$ cat config.mk
export PLATFORM = sky130hd
export DESIGN_NAME = pe_mac_responder
export DESIGN_NICKNAME = d
export VERILOG_FILES = /design/src/rtl/pe_mac_responder.sv
export SDC_FILE = /design/constraint.sdc
export NUM_CORES = 1
export LEC_CHECK = 0
export BUFFER_PORTS_ARGS = -buffer_cell sky130_fd_sc_hd__buf_4
export CORE_ASPECT_RATIO = 1.1
export CORE_MARGIN = 3
export CORE_UTILIZATION = 30
export CTS_BUF_LIST = sky130_fd_sc_hd__clkbuf_16
export CTS_CLUSTER_DIAMETER = 30
export CTS_CLUSTER_SIZE = 10
export DETAILED_ROUTE_END_ITERATION = 10
export PLACE_DENSITY = 0.51
export SYNTH_ARGS = -nofsm -noshare
export SYNTH_HDL_FRONTEND = slang
export SYNTH_SLANG_ARGS = --single-unit
$ cat constraint.sdc
create_clock -name clk -period 2.8 [get_ports clk]
set_input_delay 0.42 -clock clk [delete_from_list [all_inputs] [get_ports clk]]
set_output_delay 0.42 -clock clk [all_outputs]
set_load 0.02 [all_outputs]
$ cat src/rtl/pe_mac_responder.sv
// PE-side command responder: accepts one MAC/clear command, runs an iterative
// shift-add multiply, accumulates, and signals completion with ready+done.
package nmcu_pkg;
  localparam int unsigned DATA_WIDTH = 32;
endpackage

package instr_pkg;
  typedef logic [7:0] opcode_t;
  localparam opcode_t INSTR_NOP = 8'h00;
  localparam opcode_t INSTR_MAC = 8'h01;
  typedef struct packed {
    opcode_t opcode;
  } instruction_t;
endpackage

module pe_mac_responder #(
  parameter int unsigned DATA_WIDTH = nmcu_pkg::DATA_WIDTH,
  parameter int unsigned CNT_WIDTH  = $clog2(DATA_WIDTH) + 1
) (
  input  logic                    clk,
  input  logic                    rst,
  input  logic                    pe_cmd_valid_i,
  input  instr_pkg::instruction_t pe_cmd_i,
  input  logic [DATA_WIDTH-1:0]   pe_operand_a_i,
  input  logic [DATA_WIDTH-1:0]   pe_operand_b_i,
  output logic                    pe_cmd_ready_o,
  output logic                    pe_done_o,
  output logic [DATA_WIDTH-1:0]   pe_result_o,
  output logic                    pe_busy_o
);

  typedef enum logic [1:0] {IDLE, MUL, ACC, DONE} state_e;

  state_e                state_q;
  logic [DATA_WIDTH-1:0] mcand_q;
  logic [DATA_WIDTH-1:0] mplier_q;
  logic [DATA_WIDTH-1:0] prod_q;
  logic [DATA_WIDTH-1:0] acc_q;
  logic [DATA_WIDTH-1:0] result_q;
  logic [CNT_WIDTH-1:0]  cnt_q;
  logic                  ready_q;
  logic                  done_q;
  logic                  busy_q;

  // Control FSM and datapath; outputs are registered alongside the state.
  always_ff @(posedge clk) begin
    if (rst) begin
      state_q  <= IDLE;
      mcand_q  <= '0;
      mplier_q <= '0;
      prod_q   <= '0;
      acc_q    <= '0;
      result_q <= '0;
      cnt_q    <= '0;
      ready_q  <= 1'b1;
      done_q   <= 1'b0;
      busy_q   <= 1'b0;
    end else begin
      case (state_q)
        IDLE: begin
          if (pe_cmd_valid_i) begin
            mcand_q  <= pe_operand_a_i;
            mplier_q <= pe_operand_b_i;
            prod_q   <= '0;
            cnt_q    <= CNT_WIDTH'(DATA_WIDTH);
            busy_q   <= 1'b1;
            if (pe_cmd_i.opcode == instr_pkg::INSTR_MAC) begin
              state_q <= MUL;
              ready_q <= 1'b0;
            end else begin
              // Any non-MAC opcode is a clear: zero the accumulator and result.
              state_q  <= DONE;
              acc_q    <= '0;
              result_q <= '0;
              ready_q  <= 1'b1;
              done_q   <= 1'b1;
            end
          end
        end
        MUL: begin
          if (mplier_q[0]) begin
            prod_q <= prod_q + mcand_q;
          end
          mcand_q  <= mcand_q << 1;
          mplier_q <= mplier_q >> 1;
          cnt_q    <= cnt_q - CNT_WIDTH'(1);
          if (cnt_q == CNT_WIDTH'(1)) begin
            state_q <= ACC;
          end
        end
        ACC: begin
          acc_q    <= acc_q + prod_q;
          result_q <= acc_q + prod_q;
          state_q  <= DONE;
          ready_q  <= 1'b1;
          done_q   <= 1'b1;
        end
        DONE: begin
          state_q <= IDLE;
          ready_q <= 1'b1;
          done_q  <= 1'b0;
          busy_q  <= 1'b0;
        end
        default: begin
          state_q <= IDLE;
          ready_q <= 1'b1;
          done_q  <= 1'b0;
          busy_q  <= 1'b0;
        end
      endcase
    end
  end

  assign pe_cmd_ready_o = ready_q;
  assign pe_done_o      = done_q;
  assign pe_result_o    = result_q;
  assign pe_busy_o      = busy_q;

endmodule

Word level (Yosys, flattened, before mapping)
Index checks and enable logic that the tools add are counted.

Flip-flop bits (word level): 139. Input bits: 75. Output and inout bits: 35. Logic and storage cells: 59.

Add/subtract/negate cells: 3. Eq/ne operators: 9. Multiplexer cells: 24. Reduce and logical (&&, ||, !) cells: 14.

Operators by type and width (number): 32-bit case mux with 2 select lines (4); 32-bit two-way mux (6); 32-bit adder (2); 6-bit case mux with 2 select lines (1); 3-bit AND reduction (3); 8-bit by 1-bit equality test with 1-bit output (second input constant) (1); 2-bit != test (second input constant) (4); 2-bit case mux with 4 select lines (1); 2-bit AND reduction (4); 2-bit nonzero test (4); 6-bit by 1-bit equality test with 1-bit output (second input constant) (1); 2-bit two-way mux (3); 6-bit two-way mux (1); 6-bit by 1-bit subtractor with 6-bit output (second input constant) (1); 1-bit two-way mux (5); 2-bit equality test (second input constant) (2); 1-bit case mux with 2 select lines (2); 1-bit case mux with 3 select lines (1); 3-bit nonzero test (1); 2-bit by 1-bit equality test with 1-bit output (second input constant) (1); 2-bit logical NOT (1); 2-bit OR reduction (1).

Depth between registers and ports, before layout
Gate-level depths: netlist (run 1).

Depth after elaboration: 4. Depth in mapped cells: 13. Gate-level depth less buffers: 13.

Worst setup path before layout (run 1)
No wires, ideal clock.

Kind: register to register. From: register pe_result_o[0] (netlist name). To: register result_q[30], in the netlist pe_result_o[30]. Library setup time: 0.117 ns. Arrival: 2.790 ns. Required time: 2.683 ns. Setup slack: -0.107 ns. Stages on the path, launching flop included: 14. Path buffers: 0. Period minus slack after synthesis: 2.907 ns. Path through: dfxtp_1 ha_1 inv_1 fa_1 nor2b_1 o2111ai_1 and3_1 nor3_1 o41ai_2 a211oi_1 o21bai_1 a21boi_1 o21ai_0 a32o_1.

RTL lines: end signal: assignment (RTL line 93) `result_q <= acc_q + prod_q;`; end: declaration (RTL line 39) `logic [DATA_WIDTH-1:0] result_q;`.

Worst setup path in the final report (run 1)
From: register prod_q[0]. To: register result_q[30], in the netlist pe_result_o[30].

Word-level cells in the longest chain between the ends: 2.

RTL lines: start: declaration (RTL line 37) `logic [DATA_WIDTH-1:0] prod_q;`; start signal: assignment (RTL line 82) `prod_q <= prod_q + mcand_q;`; 32-bit adder (RTL line 93); 32-bit case mux with 2 select lines (RTL line 59) `case (state_q)`.

Every way passes these cells. A chain may end at the register's enable or synchronous reset.

==> results of run 1 <==
[registers in the layout, summed over array words and instances (netlist names)]
register / flops
mcand_q: 32
pe_done_o: 1
cnt_q: 6
pe_result_o: 32
prod_q: 32
mplier_q: 32
pe_cmd_ready_o: 1
pe_busy_o: 1
state_q: 2
[timing repair]
action,4_1_cts,5_1_grt
gates resized for setup,14,39
endpoints found under the setup margin,11,14
pin swaps,4,24
setup buffers,2,2
[tightest hold or removal path: stages]
cell and delay, ns:
buf_4 0.08, a22oi_1 0.05, nor2_1 0.07
[path summary, 6_finish.rpt]
kind | depth (start not counted) | to | slack, ns
hold reg to reg | 2 | pe_result_o[31] | 0.48
setup reg to reg | 13 | pe_result_o[30] | -0.01
hold / removal | 3 | mcand_q[0] | 0.24
setup / recovery | 13 | pe_result_o[30] | -0.01
[power groups by stage]
stage,sequential [mW],combinational (mW),clock [mW]
2_1_floorplan,2.76,2.19,0
4_1_cts,2.85,3.02,2.49
5_1_grt,2.90,3.39,2.56
3_5_place_dp,2.88,3.00,0
6_report,2.83,3.01,2.42
3_3_place_gp,2.88,2.98,0
[cell usage in the layout, fill, tap and decap left out, types with 13 or more instances in the layout]
cell         n
mux2i_1     63
dfxtp_1    131
a211oi_1    65
ha_1        61
inv_1       21
a21oi_1     52
xor2_1      21
nor2_1     125
nand3_1     21
a22o_1      27
buf_4      193
nand2b_1    13
a21o_1      25
a22oi_1     25
o21ai_0     19
clkbuf_16   17
nand2_1     42
xnor2_1     34
[area by class of cell]
class | instances | share of cell area (%)
clock buffer | 17 | 3.86
timing repair buffer | 195 | 13.4
sequential | 139 | 25.4
clock inverter | 15 | 1.78
tap | 357 | 4.06
inverter | 22 | 0.750
multi-input combinational | 749 | 50.7
[routing by layer]
| metal | GRT usage, % | share of wire (%) |
|---|---|---|
| met5 | 0 | 0 |
| met2 | 24.5 | 46 |
| met4 | 4.06 | 0.92 |
| met1 | 20.2 | 48 |
| met3 | 3.69 | 4.8 |
[logic make-up (layout without fill, tap and decap cells)]
family | count (synthesis) | in the layout | share of synthesized area [%]
fa+ha+maj | 70 | 70 | 10.6
buf+inv | 73 | 249 | 3.27
simple gates | 261 | 261 | 14.1
flops | 139 | 139 | 33.2
mux | 63 | 63 | 7.53
compound gates | 300 | 300 | 25.5
xor+xnor | 55 | 55 | 5.76
==> flow_summary_export.csv, run 1 <==
group,metric,value,unit
power_and_ir_drop,leakage,4.87,nW
yosys,async_flop_share,0,%
sta,drv_slew,0,
sta,timing.fmax,356,MHz
yosys,yosys.cell_types.count,54,
die,core_area,0.0272,mm^2
die,initial_core_util,30.8,%
power_and_ir_drop,p_comb_share,36.4,%
setup_path,cp-startpoint,"prod_q[0]",
sta,setup_violations,2,
yosys,synth_top_area_share,33.2,%
setup_path,crit_path_end_kind,"register",
setup_path,cp_top_family,"compound AO/OA/AOI/OAI gates",
flow_run,drv_cap,0,
power_and_ir_drop,seq_power_share,34.3,%
detailed_routing,via_count,7436,
outcome,outcome,"complete, but fails checks",
yosys,synth_edf_count,0,
clock_tree,cts_max_level,4,
setup_path,cp_data_required_time,3.11,ns
min_path,hp-start,"pe_operand_a_i[0]",
grt,antenna_found_initial,0,
detailed_routing,post-route-drc-count,0,
clock_tree,clock-root-buffer,"clkbuf_16",
layout,final_cells,1494,
setup_path,worstPathCellList,"ha_4 -> inv_2 -> fa_2 -> nor2b_4 -> o2111ai_4 -> and3_4 -> nor3_4 -> o41ai_4 -> a211oi_2 -> o21bai_1 -> a21boi_1 -> o21ai_1 -> a32o_1",
layout,antenna_cells,0,
sta,hold_violations,0,
min_path,min_path_type,"in2reg",
yosys,syn_avg_cell_area,8.71,um^2
setup_path,cp_slowest_cell,"fa_2",
detailed_routing,first_pass_iters,4,
clock_tree,clk_latency,0.42,ns
detailed_routing,drtAntennaViolNets,0,
layout,fin_area,0.0110,mm^2
sta,postLayoutSetupSlackWorst,-0.0107,ns
yosys,synthCells,961,
clock_tree,path_clk_slew,0.06,ns
layout,multi_input_area,0.00559,mm^2
grt,grt_max_degree,76,
clock_tree,cts_tree,"done",
yosys,ys_top_cells_by_count,"dfxtp_1, nor2_1, a211oi_1, ha_1, mux2i_1",
sta,fin_crit,2.81,ns
power_and_ir_drop,switching_share,36.8,%
detailed_routing,wirelength,22700,um
detailed_routing,wire_per_inst,15.2,um
detailed_routing,vias_per_cell,4.98,
clock_tree,ctsHoldBuffers,0,
sta,relSlewSlack,57.6,%
grt,grt-ovfl-total,0,
power_and_ir_drop,ir_drop,515,uV
layout,drive_gt1_share,24.5,%
yosys,syn-cell-area,0.00837,mm^2
yosys,yosys.area.top_type,"dfxtp_1",
power_and_ir_drop,power_density,750,mW/mm^2
die,die_w,165,um
placement,dp.cells,1458,
setup_path,slowest_delay,0.41,ns
yosys,yosysWarningCount,0,
layout,nFillCells,2743,
detailed_routing,dr.first_iter.drc_count,319,
yosys,synthFlopType,"dfxtp_1",
sta,timing.hold.ws,0.242,ns
yosys,seq_area_frac_synth,33.2,%
sta,setup_tns,-0.0110,ns
placement,pre_cts_slack,-0.280,ns
setup_path,critical_path.startpoint_type,"register",
die,rows,63,
setup_path,cp.arrival,3.12,ns
sta,finalCritPeriodShare,100,%
yosys,post-synth-top-count-cell,"dfxtp_1",
power_and_ir_drop,power,8.26,mW
placement,place_area,0.0101,mm^2
outcome,violations,"setup timing",
die,io_pins,110,
layout,seqCellArea,0.00280,mm^2
grt,grt_use_total,15.2,%
grt,grt_pass1_wl,36700,um
layout,fin_nets,1269,
yosys,syn-num-nets,1106,
sta,worst_slew_pin_slew,0.636,ns
sta,rsz0062_at_grt,"yes",
setup_path,critPathKind,"reg2reg",
yosys,synth_seq_cells,139,
grt,grt_pass1_vias,7200,
clock_tree,numCtsBuffers,17,
setup_path,r2r_start,"prod_q[0]",
die,die-height,181,um
layout,areaGrowthSynthToFinish,31.6,%
power_and_ir_drop,power.switching,3.04,mW
placement,gp_congestion,0.817,
clock_tree,cts_buffer_depth,2,
placement,dp_hpwl,17000,um
yosys,synth.area.top_cells,"dfxtp_1, ha_1, mux2i_1, a211oi_1, nor2_1",
power_and_ir_drop,cellInternalPower,5.22,mW
layout,final_util,40.5,%
clock_tree,clock-sinks,139,
power_and_ir_drop,p_clk_share,29.3,%
die,die-area,0.0299,mm^2
sta,skew,0.0129,ns
placement,port_buffers,109,
setup_path,path_buf_inv,1,
setup_path,cp_max_fo,3,
Power figures use the tool's default switching activity.
==> run 2, diff against run 1 <==
--- a/config.mk
+++ b/config.mk
@@ -5,15 +5,18 @@
 export SDC_FILE = /design/constraint.sdc
 export NUM_CORES = 1
 export LEC_CHECK = 0
+export ABC_AREA = 1
 export BUFFER_PORTS_ARGS = -buffer_cell sky130_fd_sc_hd__buf_4
+export CELL_PAD_IN_SITES_DETAIL_PLACEMENT = 0
+export CELL_PAD_IN_SITES_GLOBAL_PLACEMENT = 2
 export CORE_ASPECT_RATIO = 1.1
 export CORE_MARGIN = 3
-export CORE_UTILIZATION = 30
+export CORE_UTILIZATION = 28
 export CTS_BUF_LIST = sky130_fd_sc_hd__clkbuf_16
 export CTS_CLUSTER_DIAMETER = 30
 export CTS_CLUSTER_SIZE = 10
 export DETAILED_ROUTE_END_ITERATION = 10
-export PLACE_DENSITY = 0.51
+export PLACE_DENSITY = 0.78
 export SYNTH_ARGS = -nofsm -noshare
 export SYNTH_HDL_FRONTEND = slang
 export SYNTH_SLANG_ARGS = --single-unit
==> flow_summary_export.csv, run 2 <==
group,metric,value,unit
outcome,outcome,"completed",
yosys,synth_seq_cells,139,
placement,dp.cells,2276,
min_path,hold_depth,3,
power_and_ir_drop,p_comb_share,33.3,%
yosys,yosys.area.top_type,"dfxtp_1",
yosys,synth.area.top_cells,"dfxtp_1, nand2_1, inv_1, ha_1, a21oi_1",
clock_tree,ctsHoldBuffers,0,
clock_tree,clock-root-buffer,"clkbuf_16",
yosys,yosysWarningCount,0,
min_path,min_path_type,"in2reg",
placement,place_area,0.0115,mm^2
power_and_ir_drop,leakage,6.18,nW
placement,dp_hpwl,26700,um
clock_tree,cts_resized,0,
clock_tree,clk_latency,0.44,ns
yosys,yosys.cell_types.count,36,
yosys,synthCells,1727,
die,die-area,0.0387,mm^2
yosys,synthFlopType,"dfxtp_1",
layout,drive_gt1_share,9.52,%
die,io_pins,110,
min_path,hp-start,"pe_operand_a_i[28]",
flow_run,drv_cap,0,
layout,fin_nets,1959,
setup_path,critical_path.startpoint_type,"register",
clock_tree,clock-sinks,139,
clock_tree,numCtsBuffers,17,
min_path,min_to,"mcand_q[28]",
yosys,ys_top_cells_by_count,"nand2_1, inv_1, dfxtp_1, a21oi_1, nor2_1",
detailed_routing,wire_per_inst,14.8,um
power_and_ir_drop,power_density,663,mW/mm^2
sta,rsz0062_at_grt,"no",
yosys,seq_area_frac_synth,27.3,%
sta,skew,0.00752,ns
sta,worst_slew_pin_slew,0.676,ns
sta,timing.fmax,425,MHz
setup_path,cp_slowest_cell,"dfxtp_1",
power_and_ir_drop,seq_power_share,35.0,%
setup_path,reg2reg_slack,0.45,ns
layout,fin_area,0.0121,mm^2
detailed_routing,drtAntennaViolNets,0,
detailed_routing,via_count,10600,
detailed_routing,wirelength,34100,um
yosys,syn_avg_cell_area,5.89,um^2
yosys,synth_edf_count,0,
setup_path,crit_path_end_kind,"register",
setup_path,r2r_start,"mcand_q[0]",
layout,antenna_cells,0,
placement,gp_congestion,0.891,
power_and_ir_drop,ir_drop,449,uV
clock_tree,cts_buffer_depth,2,
setup_path,cp_data_required_time,3.10,ns
detailed_routing,post-route-drc-count,0,
power_and_ir_drop,cellInternalPower,4.89,mW
sta,relSlewSlack,54.9,%
setup_path,reg2reg_depth,13,
die,rows,72,
setup_path,cp.arrival,2.65,ns
yosys,syn-num-nets,1872,
clock_tree,cts_max_level,4,
power_and_ir_drop,p_clk_share,31.7,%
yosys,synth_top_area_share,27.3,%
grt,grt_max_degree,69,
sta,hold_violations,0,
sta,setup_tns,0,ns
setup_path,critPathKind,"reg2reg",
clock_tree,path_clk_slew,0.06,ns
detailed_routing,dr.first_iter.drc_count,455,
yosys,post-synth-top-count-cell,"nand2_1",
yosys,async_flop_share,0,%
die,die-height,206,um
die,die_w,188,um
sta,drv_slew,0,
layout,final_cell_mix,"nand2_1, inv_1, dfxtp_1, a21oi_1, buf_4",
die,core_area,0.0355,mm^2
setup_path,slowest_delay,0.41,ns
layout,final_util,34.2,%
grt,grt_pass1_wl,55000,um
clock_tree,cts_setup_buffers,0,
setup_path,r2r-end,"prod_q[16]",
placement,port_buffers,109,
sta,fin_crit,2.35,ns
layout,final_cells,2308,
layout,layout_commonest_cell,"nand2_1",
detailed_routing,first_pass_iters,7,
power_and_ir_drop,switching_share,39.2,%
grt,antenna_found_initial,0,
setup_path,cp_max_fo,4,
grt,grt_pass1_vias,10400,
power_and_ir_drop,power.switching,3.15,mW
setup_path,cp-startpoint,"mcand_q[0]",
clock_tree,cts_tree,"done",
sta,setup_violations,0,
layout,areaGrowthSynthToFinish,19.1,%
detailed_routing,vias_per_cell,4.59,
yosys,syn-cell-area,0.0102,mm^2
power_and_ir_drop,power,8.03,mW
setup_path,worstPathCellList,"ha_1 -> inv_1 -> fa_1 -> inv_1 -> nand3_1 -> nand3_1 -> nand2_1 -> nand2_1 -> inv_1 -> o21ai_0 -> nand2_1 -> nand3_1 -> a21oi_1",
die,initial_core_util,28.7,%
grt,grt-ovfl-total,0,
grt,grt_use_total,18.0,%
sta,finalCritPeriodShare,84.0,%
## run 2: cell types whose count changed after synthesis, sizes merged, moves of 25 or more
cell	delta
inv	+230
a22oi	-25
nand3	+79
mux2i	-63
a211oi	-68
a31oi	+58
xnor2	-32
a22o	-27
a21oi	+65
o21ai	+45
nand2	+633
## run 2: final cells by class
type | instances | area, um^2
timing repair buffer | 122 | 916
sequential | 139 | 2780
multi-input combinational | 1282 | 6230
clock inverter | 15 | 223
inverter | 252 | 946
fill | 4069 | 23400
tap | 481 | 602
clock buffer | 17 | 425
## run 2: logic make-up after synthesis
| group | Yosys count | share of synthesized area, % |
|---|---|---|
| compound gates | 279 | 14.9 |
| xor+xnor | 10 | 0.861 |
| fa+ha+maj | 70 | 8.75 |
| buf+inv | 306 | 11.6 |
| flops | 139 | 27.3 |
| simple gates | 923 | 36.6 |
## run 2: per-stage QoR
stage          worst slack (ns)  hold WS (ns)
3_3_place_gp              0.393         0.454
2_1_floorplan             0.853         0.440
3_5_place_dp              0.441         0.457
6_report                  0.448         0.258
5_1_grt                   0.154         0.243
4_1_cts                   0.411         0.232
## run 2: routing by layer
| metal | GRT usage, % | vias to the layer above | routed length (um) |
|---|---|---|---|
| met2 | 30.5 | 187 | 15600 |
| met3 | 2.99 | 35 | 1200 |
| met1 | 23.6 | 4712 | 16700 |
| met4 | 5.31 | 0 | 643 |
| li1 | - | 5660 | - |
| met5 | 0 | - | 0 |
## run 2: power by group through the flow
stage          logic, mW  registers (mW)  clock network, mW
6_report            2.68            2.81               2.55
5_1_grt             3.08            2.88               2.70
4_1_cts             2.73            2.81               2.63
3_5_place_dp        2.72            2.85                  0
3_3_place_gp        2.71            2.84                  0
2_1_floorplan       1.97            2.72                  0
## run 2: worst max path at each step
stage / end / cells past startpoint / slack (ns)
after floorplan: pe_result_o[24] / 13 / 0.85
after global placement: prod_q[28] / 13 / 0.39
after detailed placement: prod_q[16] / 13 / 0.44
after CTS: prod_q[16] / 13 / 0.41
after global routing: prod_q[16] / 13 / 0.15
final: prod_q[16] / 13 / 0.45
## run 2: worst max-delay path, delay by kind of cell, from the launching register on
family | cells | cell delay [ns]
and+or+nand+nor | 6 | 0.63
DFF | 1 | 0.41
adders and majority gates | 2 | 0.68
AOI/OAI and AO/OA | 2 | 0.21
buffers and inverters | 3 | 0.28
==> run 3, diff against run 2 <==
--- a/config.mk
+++ b/config.mk
@@ -5,18 +5,18 @@
 export SDC_FILE = /design/constraint.sdc
 export NUM_CORES = 1
 export LEC_CHECK = 0
-export ABC_AREA = 1
+export ABC_AREA = 0
 export BUFFER_PORTS_ARGS = -buffer_cell sky130_fd_sc_hd__buf_4
 export CELL_PAD_IN_SITES_DETAIL_PLACEMENT = 0
 export CELL_PAD_IN_SITES_GLOBAL_PLACEMENT = 2
 export CORE_ASPECT_RATIO = 1.1
 export CORE_MARGIN = 3
-export CORE_UTILIZATION = 28
+export CORE_UTILIZATION = 30
 export CTS_BUF_LIST = sky130_fd_sc_hd__clkbuf_16
 export CTS_CLUSTER_DIAMETER = 30
 export CTS_CLUSTER_SIZE = 10
 export DETAILED_ROUTE_END_ITERATION = 10
-export PLACE_DENSITY = 0.78
+export PLACE_DENSITY = 0.74
 export SYNTH_ARGS = -nofsm -noshare
 export SYNTH_HDL_FRONTEND = slang
 export SYNTH_SLANG_ARGS = --single-unit
==> constraint.sdc (replaced) <==
create_clock -name clk -period 2.1 [get_ports clk]
set_input_delay 0.315 -clock clk [delete_from_list [all_inputs] [get_ports clk]]
set_output_delay 0.315 -clock clk [all_outputs]
set_load 0.02 [all_outputs]
==> flow_summary_export.csv, run 3 (synthesis gave the netlist of run 1 again) <==
group,metric,value,unit
sta,hold_violations,0,
grt,use_met2,27.1,%
grt,grt-ovfl-total,0,
sta,relSlewSlack,67.9,%
power_and_ir_drop,leakage,5.83,nW
grt,antenna_found_initial,0,
clock_tree,path_clk_slew,0.07,ns
detailed_routing,via_count,8037,
sta,timing.fmax,353,MHz
sta,drv_slew,0,
clock_tree,clock-sinks,139,
clock_tree,cts_max_level,4,
layout,fin_area,0.0130,mm^2
clock_tree,ctsHoldBuffers,0,
detailed_routing,vias_per_cell,4.87,
detailed_routing,wire_per_inst,15.0,um
placement,port_buffers,109,
power_and_ir_drop,power,12.0,mW
outcome,outcome,"complete, but fails checks",
setup_path,r2r_start,"prod_q[0]",
setup_path,critical_path.startpoint_type,"register",
clock_tree,cts_buffer_depth,2,
sta,worst_slew_pin_slew,0.475,ns
die,initial_core_util,30.8,%
detailed_routing,dr.first_iter.drc_count,271,
die,die_w,165,um
detailed_routing,wirelength,24800,um
setup_path,cp.arrival,3.14,ns
die,io_pins,110,
detailed_routing,first_pass_iters,4,
die,die-area,0.0299,mm^2
layout,layout_commonest_cell,"buf_4",
setup_path,cp_slowest_cell,"dfxtp_4",
die,rows,63,
layout,nFillCells,2628,
layout,seqCellArea,0.00284,mm^2
power_and_ir_drop,ir_drop,597,uV
clock_tree,clock-root-buffer,"clkbuf_16",
placement,gp_congestion,0.800,
clock_tree,numCtsBuffers,17,
min_path,min_to,"mplier_q[31]",
setup_path,critPathMostFrequentCell,"o41ai_4",
min_path,hp-start,"pe_operand_b_i[31]",
outcome,violations,"setup timing",
setup_path,crit_cells,13,
clock_tree,clk_latency,0.42,ns
setup_path,crit_path_end_kind,"register",
sta,skew,0.0146,ns
sta,fin_crit,2.83,ns
placement,place_area,0.0116,mm^2
min_path,min_path_type,"in2reg",
layout,multi_input_area,0.00618,mm^2
detailed_routing,post-route-drc-count,0,
layout,antenna_cells,0,
setup_path,cp_data_required_time,2.41,ns
grt,grtUsageMet3,3.62,%
detailed_routing,drtAntennaViolNets,0,
setup_path,r2r-end,"prod_q[30]",
power_and_ir_drop,power_density,923,mW/mm^2
grt,grtUsageMet1,22.4,%
layout,final_util,47.9,%
clock_tree,cts_tree,"done",
min_path,hold_depth,3,
die,core_area,0.0272,mm^2
grt,grt_pass1_wl,40400,um
sta,setup_violations,43,
sta,postLayoutSetupSlackWorst,-0.729,ns
grt,top_usage_layer,"met2",
setup_path,slowest_delay,0.35,ns
setup_path,worstPathCellList,"buf_6 -> ha_4 -> inv_2 -> fa_2 -> nand2b_4 -> a211oi_4 -> o41ai_4 -> o21ai_2 -> o311a_4 -> o41ai_4 -> a21oi_2 -> or3_1 -> a32o_1",
layout,drive_gt1_share,40.9,%
setup_path,reg2reg_depth,13,
setup_path,cp_top_family,"compound AO/OA/AOI/OAI gates",
die,die-height,181,um
layout,final_cell_mix,"buf_4, nor2_1, dfxtp_1, a211oi_1, mux2i_1",
setup_path,path_buf_inv,2,
setup_path,cp_max_fo,3,
sta,rsz0062_at_grt,"yes",
layout,areaGrowthSynthToFinish,55.7,%
grt,grt_pass1_vias,8083,
placement,dp_hpwl,18400,um
flow_run,drv_cap,0,
sta,finalCritPeriodShare,135,%
setup_path,reg2reg_slack,-0.73,ns
grt,grt_max_degree,83,
grt,grt_use_total,16.6,%
setup_path,critPathKind,"reg2reg",
layout,fin_nets,1426,
[run 3: cell types whose count changed in the layout (fill, tap and decap cells not counted), sizes merged, moves of 25 or more]
| cell | delta |
|---|---|
| nand2 | -633 |
| buf | +229 |
| inv | -226 |
| nand3 | -79 |
| a211oi | +68 |
| a21oi | -65 |
| mux2i | +63 |
| a31oi | -58 |
| o21ai | -45 |
| xnor2 | +32 |
| a22o | +27 |
| a22oi | +25 |
[run 3: how the worst max path moves through the flow]
stage	start	endpoint	slack, ns
floorplan	prod_q[0]	prod_q[30]	-0.52
global placement	pe_result_o[0]	pe_result_o[30]	-0.80
detailed placement	prod_q[0]	prod_q[30]	-0.84
CTS	prod_q[0]	prod_q[30]	-0.75
global route	prod_q[0]	prod_q[30]	-0.86
finish	prod_q[0]	prod_q[30]	-0.73
[run 3: power breakdown]
group	switching (mW)	leakage (nW)	internal [mW]	total (mW)
clock	1.28	0.297	1.89	3.18
combinational	2.66	4.38	2.45	5.11
sequential	0.465	1.15	3.27	3.73
[run 3: metrics by stage]
step / TNS [ns] / setup WS, ns / instances / hold slack, ns
6_report: -15.39 / -0.729 / 1651 / 0.129
5_1_grt: -21.12 / -0.863 / 1651 / 0.130
4_1_cts: -14.36 / -0.754 / 1643 / 0.113
3_5_place_dp: -19.05 / -0.838 / 1596 / 0.471
3_3_place_gp: -18.76 / -0.797 / 1596 / 0.461
2_1_floorplan: -4.80 / -0.520 / 961 / 0.454
[run 3: cell type report]
| cell class | instances | share of cell area [%] |
|---|---|---|
| Clock inverter | 15 | 1.44 |
| Tap cell | 357 | 3.43 |
| Multi-Input combinational cell | 749 | 47.4 |
| Clock buffer | 17 | 3.26 |
| Sequential cell | 139 | 21.8 |
| Timing Repair Buffer | 352 | 22.0 |
| Inverter | 22 | 0.634 |
[run 3: tightest hold or removal path, cell delays in order]
cell     delay, ns
buf_4         0.08
a22oi_1       0.05
nor2_1        0.07
[run 3: routing by layer]
layer  vias to the layer above  wire length, um  part of all wire [%]
li1                       4203                -                     -
met1                      3709            12000                    48
met2                       111            11500                    46
met3                        14             1060                   4.3
met4                         0              201                  0.81
met5                         -                0                     0
[run 3: timing repair]
action	in CTS	in global routing
gates resized for setup	91	48
cloned	0	1
setup endpoints to repair	48	56
pin swaps	69	53
setup buffers	17	10
